$ cat config.mk
export PLATFORM = sky130hd
export DESIGN_NAME = omc_pchan_ctrl
export DESIGN_NICKNAME = d
export VERILOG_FILES = /design/src/rtl/omc_pchan_ctrl.sv
export SDC_FILE = /design/constraint.sdc
export NUM_CORES = 1
export LEC_CHECK = 0
export CAP_MARGIN = 40
export CORE_MARGIN = 10
export CORE_UTILIZATION = 35
export CTS_CLUSTER_DIAMETER = 200
export DETAILED_ROUTE_END_ITERATION = 8
export PLACE_DENSITY = 0.66
export SYNTH_ARGS = -nofsm -noshare
export SYNTH_HDL_FRONTEND = slang
export SYNTH_SLANG_ARGS = --single-unit
export TNS_END_PERCENT = 100
$ cat constraint.sdc
create_clock -name aclk -period 1.7 [get_ports aclk]
set_input_delay 0.255 -clock aclk [delete_from_list [all_inputs] [get_ports aclk]]
set_output_delay 0.255 -clock aclk [all_outputs]
set_load 0.03 [all_outputs]
$ cat src/rtl/omc_pchan_ctrl.sv
// ---------------------------------------------------------------------------
// omc_pchan_ctrl
//
// Power-controller end of a P-Channel.  Turns single-beat power-state
// requests from the SoC power sequencer into 4-phase preq / paccept|pdeny
// handshakes towards the OMC low-power responder and tracks the last state
// the responder accepted.  When enabled, a pactive hint from the responder
// triggers an automatic request back to the RUN state.
//
// Ports
//   aclk, aresetn          clock, synchronous active-low reset
//   req_valid/req_state    power-state request; taken while req_ready is high
//   req_ready              high only while the FSM is idle
//   wake_en                enables the automatic wake-to-RUN on pactive
//   done, done_accept      1-cycle completion pulse; done_accept = accepted
//                          (holds until the next done)
//   cur_state              last accepted pstate
//   busy                   handshake in progress
//   timeout                sticky: handshake exceeded TIMEOUT cycles
//   proto_err              sticky: paccept and pdeny seen together
//   preq, pstate           P-Channel request outputs
//   paccept, pdeny         P-Channel responses (synchronous to aclk)
//   pactive                responder activity hint
//
// All outputs are registered.
// ---------------------------------------------------------------------------
module omc_pchan_ctrl #(
  parameter int unsigned          PSTATE_W     = 3,
  parameter logic [PSTATE_W-1:0]  RUN_PSTATE   = 3'd0,
  parameter logic [PSTATE_W-1:0]  RESET_PSTATE = 3'd2,
  parameter int unsigned          TO_W         = 16,
  parameter int unsigned          TIMEOUT      = 1023
) (
  input  logic                aclk,
  input  logic                aresetn,
  input  logic                req_valid,
  input  logic [PSTATE_W-1:0] req_state,
  output logic                req_ready,
  input  logic                wake_en,
  output logic                done,
  output logic                done_accept,
  output logic [PSTATE_W-1:0] cur_state,
  output logic                busy,
  output logic                timeout,
  output logic                proto_err,
  output logic                preq,
  output logic [PSTATE_W-1:0] pstate,
  input  logic                paccept,
  input  logic                pdeny,
  input  logic                pactive
);

  typedef enum logic [1:0] {
    ST_IDLE    = 2'd0,
    ST_SETUP   = 2'd1,
    ST_REQ     = 2'd2,
    ST_RELEASE = 2'd3
  } state_t;

  localparam logic [TO_W-1:0] TIMEOUT_VAL = TO_W'(TIMEOUT);

  state_t              state_reg;
  logic [TO_W-1:0]     timer_reg;
  logic                acc_reg;

  // Request arbitration in IDLE: an explicit request always wins over the
  // automatic wake, and a wake is only raised when not already in RUN.
  logic                take_next;
  logic [PSTATE_W-1:0] target_next;

  always_comb begin
    take_next   = 1'b0;
    target_next = cur_state;
    if (req_valid) begin
      take_next   = 1'b1;
      target_next = req_state;
    end else if (wake_en && pactive && (cur_state != RUN_PSTATE)) begin
      take_next   = 1'b1;
      target_next = RUN_PSTATE;
    end
  end

  always_ff @(posedge aclk) begin
    if (!aresetn) begin
      state_reg   <= ST_IDLE;
      timer_reg   <= '0;
      acc_reg     <= 1'b0;
      req_ready   <= 1'b1;
      done        <= 1'b0;
      done_accept <= 1'b0;
      cur_state   <= RESET_PSTATE;
      busy        <= 1'b0;
      timeout     <= 1'b0;
      proto_err   <= 1'b0;
      preq        <= 1'b0;
      pstate      <= RESET_PSTATE;
    end else begin
      done <= 1'b0;

      // Handshake watchdog: counts only while a handshake is outstanding and
      // just flags the condition; the FSM keeps waiting for the responder.
      if ((state_reg == ST_REQ) || (state_reg == ST_RELEASE)) begin
        if (timer_reg != {TO_W{1'b1}}) begin
          timer_reg <= timer_reg + 1'b1;
        end
        if (timer_reg == TIMEOUT_VAL) begin
          timeout <= 1'b1;
        end
      end

      case (state_reg)
        ST_IDLE: begin
          if (take_next) begin
            if (target_next == cur_state) begin
              // Already there: complete immediately without touching the channel.
              done        <= 1'b1;
              done_accept <= 1'b1;
            end else begin
              // pstate is launched here so it is stable a full cycle before preq.
              pstate    <= target_next;
              timer_reg <= '0;
              busy      <= 1'b1;
              req_ready <= 1'b0;
              state_reg <= ST_SETUP;
            end
          end
        end

        ST_SETUP: begin
          preq      <= 1'b1;
          state_reg <= ST_REQ;
        end

        ST_REQ: begin
          if (paccept && pdeny) begin
            // Illegal response: record it and treat as a deny.
            proto_err <= 1'b1;
            acc_reg   <= 1'b0;
            preq      <= 1'b0;
            state_reg <= ST_RELEASE;
          end else if (paccept) begin
            cur_state <= pstate;
            acc_reg   <= 1'b1;
            preq      <= 1'b0;
            state_reg <= ST_RELEASE;
          end else if (pdeny) begin
            acc_reg   <= 1'b0;
            preq      <= 1'b0;
            state_reg <= ST_RELEASE;
          end
        end

        ST_RELEASE: begin
          if (!paccept && !pdeny) begin
            done        <= 1'b1;
            done_accept <= acc_reg;
            // After a deny this restores the channel to the current state;
            // after an accept cur_state already equals pstate.
            pstate      <= cur_state;
            busy        <= 1'b0;
            req_ready   <= 1'b1;
            state_reg   <= ST_IDLE;
          end
        end

        default: begin
          state_reg <= ST_IDLE;
        end
      endcase
    end
  end

endmodule

Word level (Yosys, flattened, before mapping)
Index checks and enable logic that the tools add are counted.
{"block": "classes", "addsub": 1, "n_eq_ne": 11, "muxes": 42, "n_bitwise": 1, "n_reduce_logical": 20}
{"cell": "two-way mux 16 bit", "count": 5}
{"cell": "two-way mux 1 bit", "count": 19}
{"cell": "adder 16 x 1 -> 16 bit (second input constant)", "count": 1}
{"cell": "== test 16 x 10 -> 1 bit (second input constant)", "count": 1}
{"cell": "inequality test 16 bit (second input constant)", "count": 1}
{"cell": "two-way mux 3 bit", "count": 5}
{"cell": "two-way mux 2 bit", "count": 6}
{"cell": "AND reduction 4 bit", "count": 3}
{"cell": "one-hot mux 1 bit (2 select lines)", "count": 5}
{"cell": "one-hot mux 2 bit (4 select lines)", "count": 1}
{"cell": "AND reduction 2 bit", "count": 4}
{"cell": "inequality test 2 bit (second input constant)", "count": 3}
{"cell": "one-hot mux 3 bit (2 select lines)", "count": 1}
{"cell": "nonzero test 3 bit", "count": 2}
{"cell": "== test 2 bit (second input constant)", "count": 2}
{"cell": "logical AND 1 bit", "count": 4}
{"cell": "inequality test 4 x 3 -> 1 bit (second input constant)", "count": 1}
{"cell": "nonzero test 2 bit", "count": 2}
{"cell": "== test 3 bit", "count": 1}
{"cell": "AND reduction 3 bit", "count": 1}
{"cell": "== test 2 x 1 -> 1 bit (second input constant)", "count": 1}
{"cell": "logical NOT 1 bit", "count": 2}
{"cell": "logical NOT 2 bit", "count": 1}
{"cell": "inequality test 2 x 1 -> 1 bit (second input constant)", "count": 1}
{"cell": "other kinds (2)", "count": 2}
{"block": "word_totals", "ff_bits": 32, "inputBits": 10, "wordCells": 87}

Longest topological paths before layout
Gate-level depths: netlist of the first run.
{"block": "depth", "ltp_word": 8, "mapped_depth": 7, "ltp_nobuf": 6}

Worst setup path before layout of the first run
No wires, ideal clock.
{"block": "synth_path", "path_kind": "register to register", "start": "reg cur_state[1]", "end": "reg pstate[1]", "setup_time_ps": 121, "arrival_ps": 1647, "required_time_ps": 1579, "slack_ps": -68, "stages_incl_launch_ff": 5, "period_less_slack_ps": 1768, "cell_sequence": "dfxtp_1 xor2_1 o31a_1 o21ai_2 mux2_2"}
{"block": "synth_via", "elab_chain_len": 7}
{"item": "start: declaration", "line_no": "42", "rtl": "output logic [PSTATE_W-1:0] cur_state,"}
{"item": "start signal: assignment", "line_no": "142", "rtl": "cur_state <= pstate;"}
{"item": "nonzero test 3 bit", "line_no": "77", "rtl": "end else if (wake_en && pactive && (cur_state != RUN_PSTATE)) begin"}
{"item": "logical AND 1 bit", "line_no": "77"}
{"item": "two-way mux 3 bit", "line_no": "77"}
{"item": "two-way mux 3 bit", "line_no": "74", "rtl": "if (req_valid) begin"}
{"item": "== test 3 bit / two-way mux 3 bit (equally long branches)", "line_no": "114", "rtl": "if (target_next == cur_state) begin"}
{"item": "inequality test 2 bit (no source line) / two-way mux 3 bit (equally long branches)"}
{"item": "AND reduction 4 bit (no source line) / one-hot mux 3 bit (2 select lines) (equally long branches)"}
{"item": "end signal: assignment", "line_no": "120", "rtl": "pstate <= target_next;"}
{"item": "end signal: assignment", "line_no": "159", "rtl": "pstate <= cur_state;"}
{"item": "end: declaration", "line_no": "47", "rtl": "output logic [PSTATE_W-1:0] pstate,"}
Several ways; a longest one is shown, not always the timed one. The select of a mux whose other input is x is not followed.
A chain may end at the register's enable or synchronous reset.

Worst setup path in the final report of the first run
{"block": "layout_path", "start": "reg state_reg[0]", "end": "reg timer_reg[14]"}
{"block": "layout_via", "elab_chain_len": 6}
{"item": "start: declaration", "line_no": "62", "rtl": "state_t state_reg;"}
{"item": "start signal: assignment", "line_no": "85", "rtl": "state_reg <= ST_IDLE;"}
{"item": "start signal: assignment", "line_no": "124", "rtl": "state_reg <= ST_SETUP;"}
{"item": "start signal: assignment", "line_no": "131", "rtl": "state_reg <= ST_REQ;"}
{"item": "== test 2 bit", "line_no": "102", "rtl": "if ((state_reg == ST_REQ) || (state_reg == ST_RELEASE)) begin"}
{"item": "logical OR 1 bit", "line_no": "102"}
{"item": "two-way mux 16 bit", "line_no": "102"}
{"item": "two-way mux 16 bit", "line_no": "114"}
{"item": "two-way mux 16 bit", "line_no": "113", "rtl": "if (take_next) begin"}
{"item": "two-way mux 16 bit *", "line_no": "111", "rtl": "case (state_reg)"}
{"item": "end signal: assignment", "line_no": "104", "rtl": "timer_reg <= timer_reg + 1'b1;"}
{"item": "end: declaration", "line_no": "63", "rtl": "logic [TO_W-1:0] timer_reg;"}
Every way passes the cells marked *; elsewhere a longest branch is shown, timed or not.

==> results of run 1 <==
## area by class of cell
class | count | share of cell area [%]
repair buffers | 59 | 20.4
flip-flops and latches | 32 | 26.2
well taps | 67 | 3.38
clock buffers | 8 | 3.63
multi-input cells | 156 | 45.4
inverters | 6 | 1.01
## metal layers
metal  vias to the layer above  part of all wire [%]  track usage, %
met5                         -                     0               0
li1                        876                     -               -
met4                         0                   1.4            4.24
met2                        42                    49            17.9
met1                       819                    46            13.6
met3                         5                   3.7            2.41
## synthesized netlist by cell type (2+ instances only)
master,instances
and3_1,3
nor4_2,2
dfxtp_1,32
nor4_1,4
or3_1,5
nand4_1,6
and4_1,2
a211oi_1,3
mux2_2,2
inv_1,6
nand4_2,2
nor3_1,9
nor2_1,9
o211a_1,2
o21a_1,4
mux2i_1,10
nand3_1,7
a31oi_1,6
ha_1,5
xor2_1,3
buf_2,3
clkbuf_1,4
nor2b_1,7
a21oi_1,10
nand2_1,20
nand2b_1,2
o21ai_0,12
## tightest hold or removal path: stages, from the launching register on
cell and delay, ps:
dfxtp_1 310, nand2_1 50, mux2i_1 60
## logic make-up after synthesis
group | Yosys count
buf+inv | 13
compound gates | 50
xor+xnor | 3
flops | 32
simple gates | 86
mux | 12
fa+ha+maj | 5
## worst max-delay path by stage
stage | from | end | slack [ps] | cells past startpoint
after floorplan | timer_reg[0] | timer_reg[7] | 8 | 5
final | state_reg[0] | timer_reg[14] | 60 | 6
after CTS | state_reg[0] | timer_reg[14] | -0.5 | 7
after global placement | req_state[1] | done_accept | -210 | 6
after detailed placement | req_state[1] | done_accept | -210 | 6
after global routing | state_reg[0] | timer_reg[14] | -60 | 7
## timing repair
action | in CTS | in global routing
pin swaps | 0 | 3
gates resized for setup | 1 | 21
endpoints found under the setup margin | 2 | 21
buffers inserted | 0 | 3
gates cloned | 0 | 0
hold endpoints to repair | 0 | 0
## power by group through the flow
stage | Sequential, mW | Combinational [mW] | Clock, mW
after CTS | 0.930 | 1.25 | 0.619
after detailed placement | 0.946 | 1.25 | 0
after global placement | 0.945 | 1.23 | 0
final | 0.959 | 1.36 | 0.598
after floorplan | 1.08 | 0.585 | 0
after global routing | 0.979 | 1.50 | 0.659
==> flow_metrics.env, run 1 <==
export IMPL_yosys_cell_types_count=48
export IMPL_stdcell_count=328
export IMPL_pwr_share_comb_pct=46.5
export IMPL_gp_congestion=0.830
export IMPL_via_per_inst=5.31
export IMPL_async_flop_share_pct=0
export IMPL_grt_max_degree=16
export IMPL_largest_reg_flops=16
export IMPL_root_buffer="clkbuf_8"
export IMPL_nets=275
export IMPL_cp_data_required_time_ps=1870
export IMPL_hold_path_class="reg2reg"
export IMPL_critical_path_buf_inv_count=1
export IMPL_core_um2=4750
export IMPL_initialDrtViolationCount=105
export IMPL_synth_flop_cell="dfxtp_1"
export IMPL_dp_slack_ps=-206
export IMPL_crit_chain="ha_4 -> buf_6 -> o211ai_1 -> nor4_4 -> nor4bb_2 -> nor3_1"
export IMPL_ctsHtreeMaxLevel=2
export IMPL_rr_endpoint="timer_reg[14]"
export IMPL_grt_use_total_pct=10.9
export IMPL_max_freq_mhz=610
export IMPL_via_count=1742
export IMPL_drc=0
export IMPL_path_clk_slew_ps=60
export IMPL_period_needed_ps=1640
export IMPL_cts_hold_buf=0
export IMPL_yosysSeqAreaShare_pct=36.9
export IMPL_hold_depth=2
export IMPL_syn_inst=201
export IMPL_cts_buffer_depth=2
export IMPL_endpoint_kind="flip-flop"
export IMPL_dpl_cell_area_um2=2270
export IMPL_die_w_um=90.4
export IMPL_grt_pass1_vias=1616
export IMPL_reg2regPathDepth=6
export IMPL_timing_final_crit_share_pct=96.4
export IMPL_hold_end="busy"
export IMPL_final_hold_viol_count=0
export IMPL_final_common_cell="buf_4"
export IMPL_yosys_area_share_adder_pct=3.61
export IMPL_row_count=25
export IMPL_synth_top_cell_by_area="dfxtp_1"
export IMPL_placedCellCount=317
export IMPL_seqPwrFrac_pct=32.9
export IMPL_hpwl_um=3320
export IMPL_synth_edf_count=0
export IMPL_seq_area_um2=649
export IMPL_drt_total_wl_um=4410
export IMPL_synth_seq_cells=32
export IMPL_synthMuxAreaShare_pct=7.07
export IMPL_cts_buffers=5
export IMPL_synth_compound_area_share_pct=19.2
export IMPL_power_mw=2.91
export IMPL_clock_power_share_pct=20.5
export IMPL_multi_input_area_um2=1120
export IMPL_slew_violations=0
export IMPL_skew_ps=5.47
export IMPL_whs_ps=469
export IMPL_ir_drop_v=0.000667
export IMPL_first_pass_iters=4
export IMPL_overflow=0
export IMPL_yosys_warnings=0
export IMPL_portBuffers=22
export IMPL_clock_sinks=32
export IMPL_p_int_mw=1.89
export IMPL_fin_util_pct=52.1
export IMPL_crit_path_start_kind="flip-flop"
export IMPL_io_pins=23
export IMPL_yosys_top_cells_area="dfxtp_1 (37%), mux2i_1 (5.8%), nand2_1 (4.3%)"
export IMPL_synth_top_cell_area_share_pct=36.9
export IMPL_slowest_stage="dfxtp_2"
export IMPL_fin_setup_tns_ps=0
export IMPL_cts_tree="done"
export IMPL_mostFrequentLayoutCells="buf_4 (35), dfxtp_1 (27), clkdlybuf4s50_1 (22)"
export IMPL_p_sw_mw=1.03
export IMPL_grt_pass1_wl_um=7600
export IMPL_path_class="reg2reg"
export IMPL_regToRegStartpoint="state_reg[0]"
export IMPL_synth_simple_area_share_pct=28.6
export IMPL_diodes=0
export IMPL_start_util_pct=36.5
export IMPL_critical_path_max_fanout=9
export IMPL_finalSetupViolations=0
export IMPL_fp_dieH_um=90.4
export IMPL_insertion_delay_ps=280
export IMPL_antenna_left=0
export IMPL_power_leakage_nw=0.960
export IMPL_cp_top_family="simple AND/OR/NAND/NOR gates"
export IMPL_syn_avg_cell_area_um2=8.63
export IMPL_p_per_area_nw_per_um2=1180
export IMPL_fill_cells=438
export IMPL_p_sw_share_pct=35.3
export IMPL_routedWlPerCell_um=13.4
export IMPL_synth_cell_area_um2=1730
export IMPL_final_area_um2=2480
export IMPL_max_stage_delay_ps=390
export IMPL_hp_start="busy"
export IMPL_die_area_um2=8170
export IMPL_drive_gt1_share_pct=27.2
export IMPL_area_growth_pct=42.9
export IMPL_outcome="finished clean"
export IMPL_synth_top_family_by_area="simple AND/OR/NAND/NOR gates"
export IMPL_maxSlewHeadroom_pct=74.0
export IMPL_antenna_found_initial=0
export IMPL_arrival_ps=1810
export IMPL_rsz0062_at_grt="true"
export IMPL_maxCapViolCount=0
export IMPL_postLayoutSetupSlackWorst_ps=60.5
export IMPL_yosys_area_share_xor_xnor_pct=1.52
export IMPL_reg2reg_slack_ps=60
export IMPL_syn_nets=216
export IMPL_worstMarginPinSlew_ps=387
No activity file was read; power rests on OpenSTA's default activity.
==> run 2, diff against run 1 <==
CORE_UTILIZATION = 49   (was 35)
PLACE_DENSITY = 0.84   (was 0.66)
==> flow_metrics.env, run 2 (synthesis gave the netlist of run 1 again) <==
export IMPL_outcome="complete, but fails checks"
export IMPL_violations="negative setup slack"
export IMPL_antenna_found_initial=0
export IMPL_cts_tree="done"
export IMPL_pwr_share_comb_pct=45.6
export IMPL_worstMarginPinSlew_ps=513
export IMPL_grt_met3_usage_pct=4.17
export IMPL_seqPwrFrac_pct=33.9
export IMPL_cts_buffer_depth=2
export IMPL_period_needed_ps=1800
export IMPL_postLayoutSetupSlackWorst_ps=-96.1
export IMPL_via_count=1819
export IMPL_nets=274
export IMPL_path_clk_slew_ps=110
export IMPL_diodes=0
export IMPL_crit_path_start_kind="flip-flop"
export IMPL_busiest_layer="met2"
export IMPL_via_per_inst=5.94
export IMPL_insertion_delay_ps=340
export IMPL_grt_util_met1_pct=17.5
export IMPL_arrival_ps=2020
export IMPL_hpwl_um=3410
export IMPL_endpoint_kind="flip-flop"
export IMPL_die_w_um=79.5
export IMPL_row_count=21
export IMPL_grt_pass1_vias=1664
export IMPL_gp_congestion=0.880
export IMPL_drt_total_wl_um=5130
export IMPL_p_sw_share_pct=36.5
export IMPL_io_pins=23
export IMPL_power_leakage_nw=1.04
export IMPL_maxSlewHeadroom_pct=65.3
export IMPL_core_um2=3390
export IMPL_maxCapViolCount=0
export IMPL_portBuffers=22
export IMPL_final_hold_viol_count=0
export IMPL_clock_power_share_pct=20.5
export IMPL_drive_gt1_share_pct=28.1
export IMPL_grt_max_degree=14
export IMPL_die_area_um2=6320
export IMPL_finalSetupViolations=2
export IMPL_largest_reg_flops=16
export IMPL_multi_input_area_um2=1140
export IMPL_clock_sinks=32
export IMPL_dp_slack_ps=-207
export IMPL_root_buffer="clkbuf_4"
export IMPL_fp_dieH_um=79.5
export IMPL_skew_ps=11.9
export IMPL_initialDrtViolationCount=149
export IMPL_overflow=0
export IMPL_max_freq_mhz=557
export IMPL_p_per_area_nw_per_um2=1140
export IMPL_cp_data_required_time_ps=1930
export IMPL_hold_path_class="reg2reg"
export IMPL_drc=0
export IMPL_p_sw_mw=1.03
export IMPL_whs_ps=464
export IMPL_cts_buffers=5
export IMPL_mostFrequentLayoutCells="buf_4 (33), dfxtp_1 (25), nand2_1 (19)"
export IMPL_path_class="reg2reg"
export IMPL_rsz0062_at_grt="true"
export IMPL_first_pass_iters=5
export IMPL_seq_area_um2=652
export IMPL_p_int_mw=1.79
export IMPL_slew_violations=0
export IMPL_ctsHtreeMaxLevel=2
export IMPL_fill_cells=224
export IMPL_final_common_cell="buf_4"
export IMPL_ir_drop_v=0.000992
export IMPL_timing_final_crit_share_pct=106
export IMPL_cts_hold_buf=0
export IMPL_grtUsageMet2_pct=26.6
export IMPL_antenna_left=0
export IMPL_start_util_pct=51.2
export IMPL_grt_pass1_wl_um=7850
export IMPL_area_growth_pct=42.8
export IMPL_grt_use_total_pct=15.3
export IMPL_critical_path_max_fanout=7
export IMPL_routedWlPerCell_um=16.8
-- run 2: cell count changes in the layout (fill, tap and decap cells not counted), sizes merged --
cell	before	now
clkdlybuf4s50	22	17
dlymetal6s2s	0	5
clkbuf	8	6
buf	37	36
bufinv	0	1
clkinv	0	1
-- run 2: worst paths after layout --
| path | from | end | slack, ps | cells after the start |
|---|---|---|---|---|
| min reg2reg | busy | busy | 460 | 2 |
| max | timer_reg[0] | timer_reg[9] | -100 | 5 |
| max reg2reg | timer_reg[0] | timer_reg[9] | -100 | 5 |
| min | busy | busy | 460 | 2 |
-- run 2: layer usage --
metal / up-vias / share of wire, %
li1: 870 / -
met1: 844 / 40
met2: 92 / 51
met3: 13 / 5.8
met4: 0 / 3.0
met5: - / 0
-- run 2: what timing repair did --
action / in CTS / in global routing
setup endpoints to repair: 4 / 23
gates resized for setup: 4 / 26
buffers inserted: 0 / 4
pin swaps: 0 / 4
-- run 2: power by group through the flow --
stage               Clock, mW  Sequential (mW)  Combinational [mW]
floorplan                   0             1.08               0.585
global placement            0            0.943                1.16
detailed placement          0            0.947                1.19
CTS                     0.587            0.931                1.21
global route            0.618            0.967                1.39
finish                  0.576            0.955                1.28
-- run 2: area by class of cell --
type	count	area share, %
clock buffers	6	1.67
clock inverters	2	1.41
inverters	6	0.910
multi-input cells	156	46.2
flip-flops and latches	32	26.3
well taps	46	2.32
repair buffers	58	21.1
-- run 2: worst max-delay path: stages, from the launching register on --
cell     delay, ps
dfxtp_1        390
buf_4          150
nand4_1        150
nor3_4         420
nor4b_1        490
nor3_1          80
-- run 2: stage by stage --
stage	cell area (um2)	std cells	total power [mW]	util [%]	setup TNS, ps
after floorplan	1740	201	1.66	-	0
after global placement	2230	294	2.11	65.7	-1610
after detailed placement	2230	294	2.13	65.7	-2280
after CTS	2330	302	2.73	68.7	-6.42
after global routing	2480	306	2.97	73.1	-789
final	2480	306	2.81	73.1	-101
==> run 3, diff against run 2 <==
TNS_END_PERCENT = 20   (was 100)
==> flow_metrics.env, run 3 (synthesis gave the netlist of run 1 again) <==
export IMPL_ctsHtreeMaxLevel=2
export IMPL_mostFrequentLayoutCells="buf_4 (32), dfxtp_1 (26), nand2_1 (19)"
export IMPL_via_count=1806
export IMPL_cp_data_required_time_ps=1950
export IMPL_endpoint_kind="flip-flop"
export IMPL_p_per_area_nw_per_um2=1150
export IMPL_crit_path_start_kind="flip-flop"
export IMPL_power_leakage_nw=1.04
export IMPL_grt_max_degree=14
export IMPL_maxSlewHeadroom_pct=70.8
export IMPL_clock_power_share_pct=20.9
export IMPL_largest_reg_flops=16
export IMPL_drive_gt1_share_pct=27.5
export IMPL_seq_area_um2=648
export IMPL_antenna_left=0
export IMPL_outcome="finished clean"
export IMPL_p_sw_mw=1.02
export IMPL_insertion_delay_ps=350
export IMPL_final_common_cell="buf_4"
export IMPL_grt_pass1_wl_um=7610
export IMPL_drt_total_wl_um=4870
export IMPL_hold_path_class="reg2reg"
export IMPL_overflow=0
export IMPL_area_growth_pct=40.6
export IMPL_seqPwrFrac_pct=33.6
export IMPL_path_clk_slew_ps=100
export IMPL_max_freq_mhz=601
export IMPL_die_area_um2=6320
export IMPL_rsz0062_at_grt="true"
export IMPL_hpwl_um=3410
export IMPL_cts_tree="done"
export IMPL_fp_dieH_um=79.5
export IMPL_slew_violations=0
export IMPL_p_int_mw=1.77
export IMPL_grt_util_met1_pct=17.3
export IMPL_busiest_layer="met2"
export IMPL_critical_path_buf_inv_count=2
export IMPL_cts_buffers=5
export IMPL_cp_top_family="simple AND/OR/NAND/NOR gates"
export IMPL_crit_chain="inv_2 -> ha_2 -> nor2_1 -> buf_4 -> nor4_4 -> mux2i_1 -> nor2_1"
export IMPL_worst_path_most_repeated_cell="nor2_1"
export IMPL_fill_cells=235
export IMPL_slowest_stage="dfxtp_2"
export IMPL_nets=272
export IMPL_cts_hold_buf=0
export IMPL_dp_slack_ps=-207
export IMPL_drc=0
export IMPL_skew_ps=14.2
export IMPL_p_sw_share_pct=36.5
export IMPL_power_mw=2.80
export IMPL_io_pins=23
export IMPL_grt_met3_usage_pct=4.39
export IMPL_worstMarginPinSlew_ps=433
export IMPL_finalSetupViolations=0
export IMPL_die_w_um=79.5
export IMPL_antenna_found_initial=0
export IMPL_diodes=0
export IMPL_start_util_pct=51.2
export IMPL_root_buffer="clkbuf_4"
export IMPL_portBuffers=22
export IMPL_core_um2=3390
export IMPL_multi_input_area_um2=1140
export IMPL_path_class="reg2reg"
export IMPL_grtUsageMet2_pct=24.7
export IMPL_maxCapViolCount=0
export IMPL_period_needed_ps=1660
export IMPL_timing_final_crit_share_pct=97.9
export IMPL_max_stage_delay_ps=350
export IMPL_final_hold_viol_count=0
export IMPL_clock_sinks=32
export IMPL_routedWlPerCell_um=16.0
export IMPL_ir_drop_v=0.000998
export IMPL_row_count=21
export IMPL_first_pass_iters=6
export IMPL_pwr_share_comb_pct=45.5
export IMPL_arrival_ps=1910
export IMPL_critical_path_max_fanout=4
export IMPL_initialDrtViolationCount=131
export IMPL_postLayoutSetupSlackWorst_ps=35.4
export IMPL_via_per_inst=5.94
export IMPL_grt_pass1_vias=1653
export IMPL_cts_buffer_depth=2
export IMPL_gp_congestion=0.880
export IMPL_grt_use_total_pct=14.7
[run 3: layout make-up]
| type | instances | area share (%) |
|---|---|---|
| multi-input cells | 156 | 46.7 |
| flip-flops and latches | 32 | 26.6 |
| repair buffers | 56 | 20.3 |
| well taps | 46 | 2.36 |
| clock buffers | 6 | 1.69 |
| clock inverters | 2 | 1.44 |
| inverters | 6 | 0.924 |
[run 3: worst reg2reg max path, cell delays in order, from the launching register on]
cell	delay, ps
dfxtp_2	350
inv_2	70
ha_2	190
nor2_1	110
buf_4	180
nor4_4	340
mux2i_1	260
nor2_1	60
[run 3: path summary, 6_finish.rpt]
path / startpoint / end / slack [ps] / cells past startpoint
worst max-delay path: state_reg[0] / timer_reg[10] / 40 / 7
worst min-delay path: busy / busy / 460 / 2
worst max register to register: state_reg[0] / timer_reg[10] / 40 / 7
worst min register to register: busy / busy / 460 / 2
[run 3: metal layers]
metal  wire length [um]  part of all wire, %
met1               2040                   42
met4                 85                  1.7
met5                  0                    0
met2               2500                   51
met3                242                  5.0
[run 3: repair_timing]
| item | 4_1_cts | 5_1_grt |
|---|---|---|
| endpoints found under the hold margin | 0 | 0 |
| setup endpoints to repair | 4 | 24 |
| pin swaps | 0 | 4 |
| resized for setup | 3 | 25 |
| setup buffers | 0 | 2 |
| cloned | 0 | 0 |
[run 3: power by group through the flow]
stage	Sequential [mW]	Clock, mW	Combinational, mW
after detailed placement	0.947	0	1.19
after floorplan	1.08	0	0.585
after global routing	0.951	0.620	1.38
after global placement	0.943	0	1.16
after CTS	0.931	0.587	1.21
final	0.938	0.584	1.27
[run 3: stage by stage]
| step | cells | hold WS [ps] | setup TNS (ps) | utilization (%) | cell area, um2 |
|---|---|---|---|---|---|
| CTS | 302 | 469 | -15.5 | 68.5 | 2320 |
| global route | 304 | 523 | -342 | 71.9 | 2440 |
| detailed placement | 294 | 456 | -2280 | 65.7 | 2230 |
| finish | 304 | 464 | 0 | 71.9 | 2440 |
| floorplan | 201 | 408 | 0 | - | 1740 |
| global placement | 294 | 448 | -1610 | 65.7 | 2230 |
